$ cat config.mk
export PLATFORM = sky130hd
export DESIGN_NAME = clock_enable_synth
export DESIGN_NICKNAME = d
export VERILOG_FILES = /design/src/rtl/clock_enable_synth_pkg.sv /design/src/rtl/nco_channel.sv /design/src/rtl/clock_enable_synth.sv
export SDC_FILE = /design/constraint.sdc
export NUM_CORES = 1
export LEC_CHECK = 0
export ABC_AREA = 1
export BUFFER_PORTS_ARGS = -buffer_cell sky130_fd_sc_hd__buf_2
export CAP_MARGIN = 25
export CORE_ASPECT_RATIO = 0.6
export CORE_MARGIN = 2
export CORE_UTILIZATION = 25
export DETAILED_ROUTE_END_ITERATION = 16
export PLACE_DENSITY = 0.37
export SYNTH_ARGS = -nofsm -noshare
export SYNTH_HDL_FRONTEND = slang
export SYNTH_HIERARCHICAL = 1
export SYNTH_SLANG_ARGS = --single-unit
$ cat constraint.sdc
create_clock -name clk_i -period 2.3 [get_ports clk_i]
set_input_delay 0.23 -clock clk_i [delete_from_list [all_inputs] [get_ports clk_i]]
set_output_delay 0.23 -clock clk_i [all_outputs]
set_load 0.02 [all_outputs]
$ cat src/rtl/clock_enable_synth_pkg.sv
// Shared types for the multi-channel NCO clock-enable generator.
// Latency: n/a (types and a width helper only).
// Backpressure: n/a.
package clock_enable_synth_pkg;

    typedef enum logic [1:0] {
        IDLE = 2'd0,
        RUN  = 2'd1,
        DONE = 2'd2
    } meas_state_e;

    // Select width for a channel index; a single channel still needs one bit.
    function automatic int chan_w(input int n);
        return (n > 1) ? $clog2(n) : 1;
    endfunction

endpackage

$ cat src/rtl/nco_channel.sv
// One phase-accumulator NCO channel: tick strobe plus divided square wave.
// Latency: en registered one edge after the accumulator carry; clk_out toggles on the same edge.
// Backpressure: one pending increment; pend stays high until it is applied, and the parent stalls writes meanwhile.
// Ports: clk/rst (async active-high), sync (realign), wr/wr_inc (accepted config write),
//        pend (update waiting), en (tick strobe), clk_out (toggles every tick).
module nco_channel
    import clock_enable_synth_pkg::*;
#(
    parameter int ACC_W = 16
) (
    input  logic             clk,
    input  logic             rst,
    input  logic             sync,
    input  logic             wr,
    input  logic [ACC_W-1:0] wr_inc,
    output logic             pend,
    output logic             en,
    output logic             clk_out
);

    logic [ACC_W-1:0] acc;
    logic [ACC_W-1:0] inc;
    logic [ACC_W-1:0] pend_inc;
    logic [ACC_W:0]   sum;
    logic             carry;
    logic             inc_zero;

    assign sum      = {1'b0, acc} + {1'b0, inc};
    assign carry    = sum[ACC_W];
    assign inc_zero = (inc == '0);

    always_ff @(posedge clk or posedge rst) begin
        if (rst) begin
            acc      <= '0;
            inc      <= '0;
            pend_inc <= '0;
            pend     <= 1'b0;
            en       <= 1'b0;
            clk_out  <= 1'b0;
        end else begin
            if (sync) begin
                // Realign: phase restarts from zero and a waiting rate takes effect now.
                acc     <= '0;
                en      <= 1'b0;
                clk_out <= 1'b0;
                if (pend) begin
                    inc  <= pend_inc;
                    pend <= 1'b0;
                end
            end else begin
                en <= carry;
                if (carry) begin
                    clk_out <= ~clk_out;
                end
                if (pend && inc_zero) begin
                    // A stopped channel has no tick to wait for; restart phase from zero.
                    inc  <= pend_inc;
                    acc  <= '0;
                    pend <= 1'b0;
                end else begin
                    acc <= sum[ACC_W-1:0];
                    // Swapping rate only on a carry keeps the tick spacing glitch-free.
                    if (pend && carry) begin
                        inc  <= pend_inc;
                        pend <= 1'b0;
                    end
                end
            end
            // The parent only writes when pend is low, so this never overwrites a waiting value.
            if (wr) begin
                pend     <= 1'b1;
                pend_inc <= wr_inc;
            end
        end
    end

endmodule

$ cat src/rtl/clock_enable_synth.sv
// Multi-channel fractional clock-enable generator with a tick-count measurement unit.
// Latency: en_o one edge after carry; meas_done_o len+1 cycles after the start edge (1 if len = 0).
// Backpressure: cfg_ready_o drops while the addressed channel holds a pending increment.
// Ports: clk_i/rst_i; cfg_valid_i/cfg_ready_o/cfg_chan_i/cfg_inc_i config handshake; sync_i realign;
//        en_o/clk_o per-channel outputs; meas_start_i/meas_chan_i/meas_len_i start a window,
//        meas_busy_o/meas_done_o/meas_count_o report it.
module clock_enable_synth
    import clock_enable_synth_pkg::*;
#(
    parameter int CHANNELS = 4,
    parameter int ACC_W    = 16,
    parameter int WINDOW_W = 16
) (
    input  logic                          clk_i,
    input  logic                          rst_i,
    input  logic                          cfg_valid_i,
    output logic                          cfg_ready_o,
    input  logic [chan_w(CHANNELS)-1:0]   cfg_chan_i,
    input  logic [ACC_W-1:0]              cfg_inc_i,
    input  logic                          sync_i,
    output logic [CHANNELS-1:0]           en_o,
    output logic [CHANNELS-1:0]           clk_o,
    input  logic                          meas_start_i,
    input  logic [chan_w(CHANNELS)-1:0]   meas_chan_i,
    input  logic [WINDOW_W-1:0]           meas_len_i,
    output logic                          meas_busy_o,
    output logic                          meas_done_o,
    output logic [WINDOW_W-1:0]           meas_count_o
);

    localparam int CHAN_W = chan_w(CHANNELS);

    logic [CHANNELS-1:0] pend;
    logic [CHANNELS-1:0] wr;

    // Out-of-range channel numbers see ready high and match no channel, so they are dropped.
    always_comb begin
        cfg_ready_o = 1'b1;
        for (int c = 0; c < CHANNELS; c++) begin
            if (cfg_chan_i == CHAN_W'(c)) begin
                cfg_ready_o = !pend[c];
            end
        end
    end

    for (genvar c = 0; c < CHANNELS; c++) begin : g_ch
        assign wr[c] = cfg_valid_i && cfg_ready_o && (cfg_chan_i == CHAN_W'(c));

        nco_channel #(
            .ACC_W (ACC_W)
        ) u_nco (
            .clk     (clk_i),
            .rst     (rst_i),
            .sync    (sync_i),
            .wr      (wr[c]),
            .wr_inc  (cfg_inc_i),
            .pend    (pend[c]),
            .en      (en_o[c]),
            .clk_out (clk_o[c])
        );
    end

    // Measurement unit
    meas_state_e         state;
    meas_state_e         state_nxt;
    logic [CHAN_W-1:0]   m_chan;
    logic [WINDOW_W-1:0] rem;
    logic [WINDOW_W-1:0] cnt;
    logic [WINDOW_W-1:0] cnt_nxt;
    logic                sel_en;

    always_comb begin
        sel_en = 1'b0;
        for (int c = 0; c < CHANNELS; c++) begin
            if (m_chan == CHAN_W'(c)) begin
                sel_en = en_o[c];
            end
        end
    end

    // Saturating count of ticks seen in the window.
    assign cnt_nxt = (sel_en && (cnt != '1)) ? cnt + WINDOW_W'(1) : cnt;

    always_comb begin
        state_nxt = state;
        case (state)
            IDLE: begin
                if (meas_start_i) begin
                    state_nxt = (meas_len_i == '0) ? DONE : RUN;
                end
            end
            RUN: begin
                if (rem == WINDOW_W'(1)) begin
                    state_nxt = DONE;
                end
            end
            DONE:    state_nxt = IDLE;
            default: state_nxt = IDLE;
        endcase
    end

    always_ff @(posedge clk_i or posedge rst_i) begin
        if (rst_i) begin
            state        <= IDLE;
            m_chan       <= '0;
            rem          <= '0;
            cnt          <= '0;
            meas_count_o <= '0;
        end else begin
            state <= state_nxt;
            case (state)
                IDLE: begin
                    if (meas_start_i) begin
                        m_chan <= meas_chan_i;
                        rem    <= meas_len_i;
                        cnt    <= '0;
                        if (meas_len_i == '0) begin
                            meas_count_o <= '0;
                        end
                    end
                end
                RUN: begin
                    rem <= rem - WINDOW_W'(1);
                    cnt <= cnt_nxt;
                    // Result is loaded on entry to DONE so it is valid alongside the done strobe.
                    if (rem == WINDOW_W'(1)) begin
                        meas_count_o <= cnt_nxt;
                    end
                end
                default: ;
            endcase
        end
    end

    assign meas_busy_o = (state != IDLE);
    assign meas_done_o = (state == DONE);

endmodule

==> out/metrics.cfg, run 1 <==
[timing]
finalSetupViolations = 0
period_share = 0.919
fmax_mhz = 473
slew_viol_final = 0
grt_setup_unrepaired = no
skew_ps = 16.8
period_needed_ps = 2110
hold_violations = 0
fin_setup_tns_ps = 0
fin_ws_ps = 186
relSlewSlack = 0.468
worst_pin_slew_ps = 797

[floorplanning]
die_area_um2 = 60000
num_rows = 68
core_um2 = 57400
die_w_um = 315
die_height_um = 191
start_util = 0.253
io_pins = 68

[place]
dp_cells = 2700
hpwl_um = 31300
pre_cts_slack_ps = 153
place.gp.congestion = 0.780
port_buffers = 67

[clock_tree]
clock_latency_ps = 600
cts_root_buf = clkbuf_16
clockBufferDepth = 3
clk_pin_slew_ps = 60
cts_tree = yes
cts.sinks = 256
htreeDepth = 1
cts_setup_buffers = 0
cts_buffers = 31

[grt]
grt_pass1_vias = 11713
antenna_found_initial = 0
grt_use_total = 0.145
grt_max_degree = 53
grt_pass1_wl_um = 68300
grt_overflow_total = 0

[pwr]
powerDensity_nw_per_um2 = 1240
leakage_uw = 0.00898
vdd_drop_max_v = 0.000609

[worst_setup_path]
path_class = register to register
cp.required_ps = 2830
arrival_ps = 2640
crit_chain = ha_1, inv_1, fa_1, inv_1, nand2_1, nand2_1, nand3_1, nand2_2, nand2_2, nand2_2, nand2_2, nand2_8, nand3_1, nand2_1
crit_cells = 14
reg2reg_slack_ps = 190
cp_slowest_cell = fa_1
crit_path_end_kind = register
path_max_fanout = 16
start_kind = register
reg2reg_depth = 14
path_delay_family = simple AND/OR/NAND/NOR gates
slowest_delay_ps = 410
cpMostUsedCell = nand2_2
path_buf_inv = 2

[drt]
drtAntennaViolNets = 0
vias_per_cell = 4.39
drtIter0Drc = 780
wl_um = 42800
dr.pass1.iters = 7
drc = 0
vias = 12247
routedWlPerCell_um = 15.4

[finish]
fin_cells = 2787
nFillCells = 6240
nNetsFinal = 2109
diodes = 0
drive_gt1_frac = 0.130
syn_to_final_growth_pct = 18.4

[status]
status = finished, final reports clean

[synth]
synth_ff_type = dfrtp_1
async_flop_share = 1.00
yosys.cell_types.count = 45
ys_warn_count = 6
synth_area_um2 = 14500
synth_seq_cells = 256
syn_nets = 1992
synthCells = 1880
synth_edf_count = 0
avgSynthCellArea_um2 = 7.72
synth-seq-area-share = 0.442

[hold_path]
hold_path_class = input pin to register
holdPathStages = 7

[run]
drv_cap = 0

[routing by layer]
layer / share of wire / vias to the layer above / GRT usage
met5: 0 / - / 0
met4: 0.015 / 0 / 0.0262
met3: 0.040 / 37 / 0.0246
met2: 0.37 / 163 / 0.188
met1: 0.58 / 5748 / 0.242
li1: - / 6299 / -
[report_power, final]
| group | switching (uW) | internal, uW | leakage [uW] |
|---|---|---|---|
| Clock | 2110 | 3020 | 0.000503 |
| Sequential | 1150 | 5900 | 0.00309 |
| Combinational | 5740 | 3360 | 0.00538 |
| Total | 9000 | 12300 | 0.00898 |
[Yosys cell counts (15+ instances only)]
| library cell | instances | share of area |
|---|---|---|
| nor2_1 | 197 | 0.051 |
| dfrtp_1 | 256 | 0.44 |
| nand2_2 | 36 | 0.016 |
| nand3_2 | 25 | 0.017 |
| ha_1 | 67 | 0.058 |
| nand3_1 | 189 | 0.065 |
| o21ai_0 | 54 | 0.019 |
| inv_1 | 138 | 0.036 |
| a21oi_1 | 80 | 0.028 |
| clkbuf_1 | 19 | 0.0049 |
| nand2_1 | 637 | 0.16 |
| buf_2 | 15 | 0.0052 |
[final cells by class]
cell class / count / area, um^2 / share of cell area
multi-input combinational: 1419 / 7220 / 0.420
clock buffer: 43 / 891 / 0.0518
sequential: 256 / 6410 / 0.373
timing repair buffer: 134 / 973 / 0.0567
clock inverter: 10 / 145 / 0.00845
tap: 770 / 963 / 0.0561
inverter: 155 / 584 / 0.0340
[metrics by stage]
stage                     utilization  hold slack (ps)  total power [uW]  instance area, um^2
after floorplan                     -              342             13800                14500
after global placement          0.275              286             16200                15800
after detailed placement        0.275              281             16200                15800
after CTS                       0.299             26.7             21500                17100
after global routing            0.299             56.6             23400                17200
final                           0.299             66.7             21300                17200
[kinds of logic after synthesis]
logic type / share of synthesized area
compound gates: 0.0743
buf+inv: 0.0642
fa+ha+maj: 0.0633
simple gates: 0.344
xor+xnor: 0.0103
mux: 0.00276
flops: 0.442
[flip-flops by register name, summed over array words and instances (netlist names)]
register and cells:
g_ch.u_nco/inc 64, state 2, g_ch.u_nco/acc 64, g_ch.u_nco/pend 4, meas_count_o 16, g_ch.u_nco/en 4
g_ch.u_nco/clk_out 4, m_chan 2, cnt 16, rem 16, g_ch.u_nco/pend_inc 64
[final timing paths]
check                                                  startpoint                                      to
setup / recovery                 g_ch[2].u_nco/inc[0]$_DFFE_PP0P_       g_ch[2].u_nco/inc[15]$_DFFE_PP0P_
hold / removal                                      meas_len_i[1]                    state[0]$_DFFE_PP0P_
setup reg to reg                 g_ch[2].u_nco/inc[0]$_DFFE_PP0P_       g_ch[2].u_nco/inc[15]$_DFFE_PP0P_
hold reg to reg            g_ch[0].u_nco/pend_inc[10]$_DFFE_PP0P_  g_ch[0].u_nco/pend_inc[10]$_DFFE_PP0P_
max in group asynchronous                                   rst_i          g_ch[2].u_nco/acc[9]$_DFF_PP0_
min in group asynchronous                                   rst_i       g_ch[0].u_nco/inc[15]$_DFFE_PP0P_
[timing repair]
action                                 4_1_cts  5_1_grt
resized for setup                            0        7
hold buffers                                34        0
setup endpoints to repair                    0       43
endpoints found under the hold margin      304        0
[layout by cell type (no fill, tap or decap), types with 4 or more instances in the layout]
cell type	synthesis	routed
a21oi_1	80	80
buf_2	15	67
xnor2_1	6	6
nand2_4	6	6
o21ai_0	54	54
nand2_1	637	637
nor3b_1	8	8
or2_1	8	8
xor2_1	11	11
o21a_1	10	10
inv_2	12	17
nand3_2	25	25
nand4_1	9	9
ha_1	67	67
fa_1	4	4
dfrtp_1	256	256
clkinv_1	4	4
nor3_4	4	4
clkbuf_1	19	5
o21bai_1	12	9
buf_4	2	29
o211ai_1	5	5
a21o_1	4	4
dlygate4sd3_1	0	34
a21oi_2	8	8
clkbuf_8	0	7
buf_12	4	4
inv_1	138	133
nand2_2	36	34
nor3_1	9	7
clkbuf_16	0	31
mux2i_1	4	4
nand3_1	189	189
nor2_1	197	197
o21ai_1	8	8
nor2_2	4	4
[tightest hold or removal path: stages]
cell	delay (ps)
buf_2	100
nor2_1	40
nand2_1	50
nor2_1	40
nand2_1	60
nand2_1	50
nand2_1	50
Power figures use the tool's default switching activity.
==> inputs of run 2 (changes only) <==
Clock period 2.3 ns to 2.15 ns, I/O delays scaled along.
==> run 2 against run 1 <==
  * Clock power up 13%
  * Critical endpoint is now g_ch[3].u_nco/inc[7]$_DFFE_PP0P_
  * Via count up 1.8%
  * Largest power group unchanged
  * Combinational power up 18%
  * Critical path type unchanged
==> out/metrics.cfg, run 2 (synthesis gave the netlist of run 1 again) <==
[timing]
fmax_mhz = 495  ; +4.6%
relSlewSlack = 0.431  ; -0.0378
grt_setup_unrepaired = yes
finalSetupViolations = 0  ; unchanged
fin_setup_tns_ps = 0  ; unchanged
period_needed_ps = 2020  ; -92.0 ps
hold_violations = 0  ; unchanged
period_share = 0.940  ; +0.0213
worst_pin_slew_ps = 854  ; +56.7 ps
slew_viol_final = 0  ; unchanged
skew_ps = 15.9  ; -0.856 ps

[finish]
drive_gt1_frac = 0.153  ; +0.0233
fin_cells = 2826  ; +1.4%
nNetsFinal = 2145  ; +1.7%
reg.largest.list = g_ch.u_nco/acc: 64 flops, g_ch.u_nco/inc: 64 flops, g_ch.u_nco/pend_inc: 64 flops
syn_to_final_growth_pct = 22.3
layout_commonest_cell = nand2_1
final_cell_mix = nand2_1 (636), dfrtp_1 (256), nor2_1 (197), nand3_1 (183), inv_1 (131)
diodes = 0  ; unchanged

[status]
status = finished, final reports clean

[drt]
vias_per_cell = 4.41  ; +0.42%
drtIter0Drc = 929  ; +19%
maxUsedRoutingLayer = met4
wl_met2_um = 15700  ; -1.1%
wl_met1_um = 26300  ; +6.8%
dr.pass1.iters = 6  ; -1
vias = 12471  ; +1.8%
routedWlPerCell_um = 15.7  ; +2.1%
drc = 0  ; unchanged
route.met3.wl_um = 1540  ; -9.4%
wl_um = 44300  ; +3.5%
drtAntennaViolNets = 0  ; unchanged

[pwr]
switching_share = 0.421  ; -0.00175
p_switching_uw = 10100  ; +12%
powerDensity_nw_per_um2 = 1350  ; +9.2%
vdd_drop_max_v = 0.000649  ; +6.6%
internal_power_uw = 13900  ; +13%
pwr-share-seq = 0.313  ; -0.018
clock_power_share = 0.243  ; +0.002
power_frac_comb = 0.444  ; +0.017
leakage_uw = 0.00928  ; +3.4%

[clock_tree]
clock_latency_ps = 610  ; about the same
clockBufferDepth = 3  ; unchanged
cts_tree = yes
cts_buffers = 31  ; unchanged
clk_pin_slew_ps = 60  ; about the same
htreeDepth = 1  ; unchanged
cts_root_buf = clkbuf_16
cts.sinks = 256  ; unchanged

[run]
drv_cap = 0  ; unchanged

[worst_setup_path]
r2r-start = g_ch[3].u_nco/inc[14]$_DFFE_PP0P_
crit_start = g_ch[3].u_nco/inc[14]$_DFFE_PP0P_
path_max_fanout = 8  ; -8
start_kind = register
crit_path_end_kind = register
cp.required_ps = 2640  ; -190 ps
path_class = register to register
arrival_ps = 2510  ; -130 ps

[floorplanning]
start_util = 0.253  ; unchanged
core_um2 = 57400  ; unchanged
num_rows = 68  ; unchanged
die_w_um = 315  ; unchanged
die_area_um2 = 60000  ; unchanged
io_pins = 68  ; unchanged
die_height_um = 191  ; unchanged

[grt]
grt_overflow_total = 0  ; unchanged
grt_max_degree = 42  ; -21%
grt_use_total = 0.147  ; +0.00226
antenna_found_initial = 0  ; unchanged
grt_pass1_vias = 11851  ; +1.2%
grt_pass1_wl_um = 69800  ; +2.2%

[place]
port_buffers = 67  ; unchanged
place.gp.congestion = 0.782  ; +0.17%
dp_cells = 2722  ; +0.81%
hpwl_um = 32200  ; +2.8%

[hold_path]
hp-start = meas_len_i[1]
hold_path_class = input pin to register

-- run 2: final timing paths --
| kind | end | slack, ps | cells after the start |
|---|---|---|---|
| max in group asynchronous | rem[2]$_DFFE_PP0P_ | 1180 | 4 |
| max | g_ch[3].u_nco/inc[7]$_DFFE_PP0P_ | 130 | 11 |
| min in group asynchronous | g_ch[1].u_nco/pend_inc[11]$_DFFE_PP0P_ | 190 | 3 |
| min | rem[1]$_DFFE_PP0P_ | 50 | 3 |
| min reg2reg | g_ch[1].u_nco/clk_out$_DFFE_PP0P_ | 470 | 1 |
| max reg2reg | g_ch[3].u_nco/inc[7]$_DFFE_PP0P_ | 130 | 11 |
-- run 2: repair_timing --
| item | 4_1_cts | 5_1_grt |
|---|---|---|
| gates cloned | 0 | 6 |
| buffers inserted | 0 | 8 |
| setup endpoints to repair | 4 | 74 |
| hold buffers | 34 | 0 |
| pin swaps | 0 | 12 |
| hold endpoints to repair | 234 | 0 |
| gates resized for setup | 1 | 42 |
-- run 2: power by group through the flow --
stage	Clock [uW]	Combinational (uW)	Sequential, uW
floorplan	0	7600	7150
global placement	0	10100	7650
detailed placement	0	10100	7630
CTS	6070	10200	7550
global route	6260	12300	7700
finish	5820	10700	7510
-- run 2: final cells by class --
cell class / count / area (um^2)
repair buffers: 164 / 1220
clock inverters: 17 / 254
well taps: 770 / 963
multi-input cells: 1425 / 7460
clock buffers: 39 / 846
inverters: 155 / 584
flip-flops and latches: 256 / 6410
fillers: 6167 / 39700
-- run 2: metal layers --
| metal | GRT usage | vias up |
|---|---|---|
| met2 | 0.185 | 169 |
| met1 | 0.250 | 5868 |
| li1 | - | 6386 |
| met5 | 0 | - |
| met3 | 0.0227 | 48 |
| met4 | 0.0311 | 0 |
-- run 2: stage by stage --
step	util	area, um^2	hold WS, ps	total power, uW	setup WS [ps]
final	0.309	17700	49.1	24000	128
after global routing	0.309	17700	49.6	26200	-19.0
after CTS	0.303	17400	1.12	23800	2.44
after detailed placement	0.278	16000	292	17700	6.14
after global placement	0.278	16000	283	17700	43.7
after floorplan	-	14500	327	14700	30.7
-- run 2: worst max-delay path: stages, from the launching register on --
cell and delay (ps):
dfrtp_1 440, ha_1 380, nand2_1 200, inv_1 60, nand2_1 60, nand2_1 80, a21oi_4 200, nand2_4 90
nand2_4 110, nand2_4 130, nand3_2 110, nand2_1 60
==> inputs of run 3 (changes only) <==
Settings changed: BUFFER_PORTS_ARGS -buffer_cell sky130_fd_sc_hd__buf_2 to -buffer_cell sky130_fd_sc_hd__buf_4.
==> run 3 against run 2 <==
  * Total power down 0.92%
  * Largest power group unchanged
  * Core utilization up 0.29 points
  * First-iteration DRC count down 13%
==> out/metrics.cfg, run 3 (synthesis gave the netlist of run 1 again) <==
[status]
status = finished, final reports clean

[clock_tree]
cts_tree = yes
htreeDepth = 1  ; unchanged
cts_root_buf = clkbuf_16
clockBufferDepth = 3  ; unchanged
clk_pin_slew_ps = 60  ; about the same
cts_buffers = 30  ; -3.2%
clock_latency_ps = 580  ; -30 ps
cts.sinks = 256  ; unchanged

[drt]
drc = 0  ; unchanged
routedWlPerCell_um = 15.5  ; -1.4%
drtIter0Drc = 808  ; -13%
wl_um = 43700  ; -1.5%
dr.pass1.iters = 7  ; +1
vias = 12407  ; -0.51%
drtAntennaViolNets = 0  ; unchanged
vias_per_cell = 4.39  ; -0.41%

[grt]
grt_pass1_vias = 11805  ; -0.39%
grt_max_degree = 52  ; +24%
antenna_found_initial = 1  ; +1
grt_pass1_wl_um = 68900  ; -1.3%
grt_use_total = 0.145  ; -0.00214
grt_overflow_total = 0  ; unchanged

[timing]
fin_setup_tns_ps = 0  ; unchanged
fmax_mhz = 495  ; +0.15%
hold_violations = 0  ; unchanged
relSlewSlack = 0.556  ; +0.126
worst_pin_slew_ps = 666  ; -188 ps
period_needed_ps = 2020  ; -3.10 ps
skew_ps = 12.5  ; -3.47 ps
finalSetupViolations = 0  ; unchanged
slew_viol_final = 0  ; unchanged
period_share = 0.939  ; -0.00144

[worst_setup_path]
path_buf_inv = 0  ; -1
arrival_ps = 2490  ; -20 ps
reg2reg_depth = 9  ; -2
path_delay_family = simple AND/OR/NAND/NOR gates
start_kind = register
crit_path_end_kind = register
r2r-start = g_ch[1].u_nco/inc[11]$_DFFE_PP0P_
reg2reg_slack_ps = 130  ; about the same
crit_chain = ha_1, a21oi_2, nand2_1, a21oi_2, nand2_4, nand2_4, nand2_4, nand3_1, nand2_1
cp.required_ps = 2620  ; -20 ps
slowest_delay_ps = 430  ; about the same
path_class = register to register
crit_cells = 9  ; -2
cp_slowest_cell = dfrtp_1
cpMostUsedCell = nand2_4
path_max_fanout = 8  ; unchanged
rr_endpoint = g_ch[1].u_nco/inc[6]$_DFFE_PP0P_

[pwr]
p_switching_uw = 10100  ; -0.24%
pwr-share-seq = 0.316  ; +0.003
power_frac_comb = 0.451  ; +0.007
switching_share = 0.424  ; +0.00287
vdd_drop_max_v = 0.000702  ; +8.2%
powerDensity_nw_per_um2 = 1330  ; -1.8%
clock_power_share = 0.233  ; -0.010
internal_power_uw = 13700  ; -1.4%
leakage_uw = 0.00924  ; -0.39%

[finish]
final_cell_mix = nand2_1 (630), dfrtp_1 (256), nor2_1 (196), nand3_1 (182), inv_1 (131)
reg.largest.list = g_ch.u_nco/acc: 64 flops, g_ch.u_nco/inc: 64 flops, g_ch.u_nco/pend_inc: 64 flops
diodes = 0  ; unchanged
syn_to_final_growth_pct = 23.4
fin_cells = 2823  ; -0.11%
layout_commonest_cell = nand2_1
nNetsFinal = 2141  ; -0.19%
drive_gt1_frac = 0.157  ; +0.00363

[floorplanning]
die_w_um = 315  ; unchanged
die_area_um2 = 60000  ; unchanged
num_rows = 68  ; unchanged
io_pins = 68  ; unchanged
core_um2 = 57400  ; unchanged
die_height_um = 191  ; unchanged
start_util = 0.253  ; unchanged

[hold_path]
hp-start = cfg_chan_i[0]
hold_path_class = input pin to register
worstHoldEndpoint = g_ch[2].u_nco/pend_inc[12]$_DFFE_PP0P_
holdPathStages = 5  ; +2

[run]
drv_cap = 0  ; unchanged

[place]
place.gp.congestion = 0.768  ; -1.7%
hpwl_um = 31900  ; -0.81%
port_buffers = 67  ; unchanged
dp_cells = 2721  ; -0.037%

run 3: power by group through the flow:
stage	Combinational, uW	Sequential, uW	Clock [uW]
floorplan	7600	7150	0
global placement	10100	7640	0
detailed placement	10100	7620	0
CTS	10200	7550	5760
global route	12400	7710	5970
finish	10700	7510	5530
run 3: cell type report:
| cell class | count | area, um^2 |
|---|---|---|
| fill | 6158 | 39500 |
| clock inverter | 15 | 169 |
| clock buffer | 41 | 893 |
| tap | 770 | 963 |
| multi-input combinational | 1425 | 7530 |
| sequential | 256 | 6410 |
| inverter | 155 | 584 |
| timing repair buffer | 161 | 1360 |
run 3: metal layers:
| layer | global-route usage | wire length [um] | share of wire | up-vias |
|---|---|---|---|---|
| li1 | - | - | - | 6390 |
| met1 | 0.250 | 25900 | 0.59 | 5806 |
| met2 | 0.182 | 15500 | 0.36 | 172 |
| met3 | 0.0206 | 1500 | 0.034 | 39 |
| met4 | 0.0277 | 762 | 0.017 | 0 |
| met5 | 0 | 0 | 0 | - |
run 3: worst max-delay path by stage:
stage                                            from                                     end  slack, ps
floorplan              g_ch[2].u_nco/pend$_DFFE_PP0P_  g_ch[0].u_nco/pend_inc[10]$_DFFE_PP0P_         30
global placement     g_ch[0].u_nco/inc[0]$_DFFE_PP0P_        g_ch[0].u_nco/inc[0]$_DFFE_PP0P_         60
detailed placement   g_ch[0].u_nco/inc[0]$_DFFE_PP0P_        g_ch[0].u_nco/inc[0]$_DFFE_PP0P_         40
CTS                  g_ch[0].u_nco/inc[0]$_DFFE_PP0P_        g_ch[0].u_nco/inc[0]$_DFFE_PP0P_         20
global route         g_ch[2].u_nco/inc[0]$_DFFE_PP0P_       g_ch[2].u_nco/inc[12]$_DFFE_PP0P_        -20
finish              g_ch[1].u_nco/inc[11]$_DFFE_PP0P_        g_ch[1].u_nco/inc[6]$_DFFE_PP0P_        130
run 3: tightest hold or removal path: stages:
cell,delay (ps)
buf_4,110
nor3_1,70
inv_2,120
nand2_1,60
nand2_1,50
run 3: through the flow:
| stage | setup slack [ps] | power, uW | cell area (um^2) | utilization | hold WS (ps) |
|---|---|---|---|---|---|
| after floorplan | 30.7 | 14700 | 14500 | - | 327 |
| after global placement | 59.6 | 17700 | 16100 | 0.280 | 240 |
| after detailed placement | 36.5 | 17700 | 16100 | 0.280 | 238 |
| after CTS | 18.6 | 23500 | 17500 | 0.305 | 71.5 |
| after global routing | -20.5 | 26100 | 17900 | 0.312 | 98.2 |
| final | 131 | 23800 | 17900 | 0.312 | 79.4 |
run 3: timing repair:
action,4_1_cts,5_1_grt
gates resized for setup,0,58
setup buffers,0,5
hold buffers,35,0
setup endpoints to repair,0,80
endpoints found under the hold margin,238,0
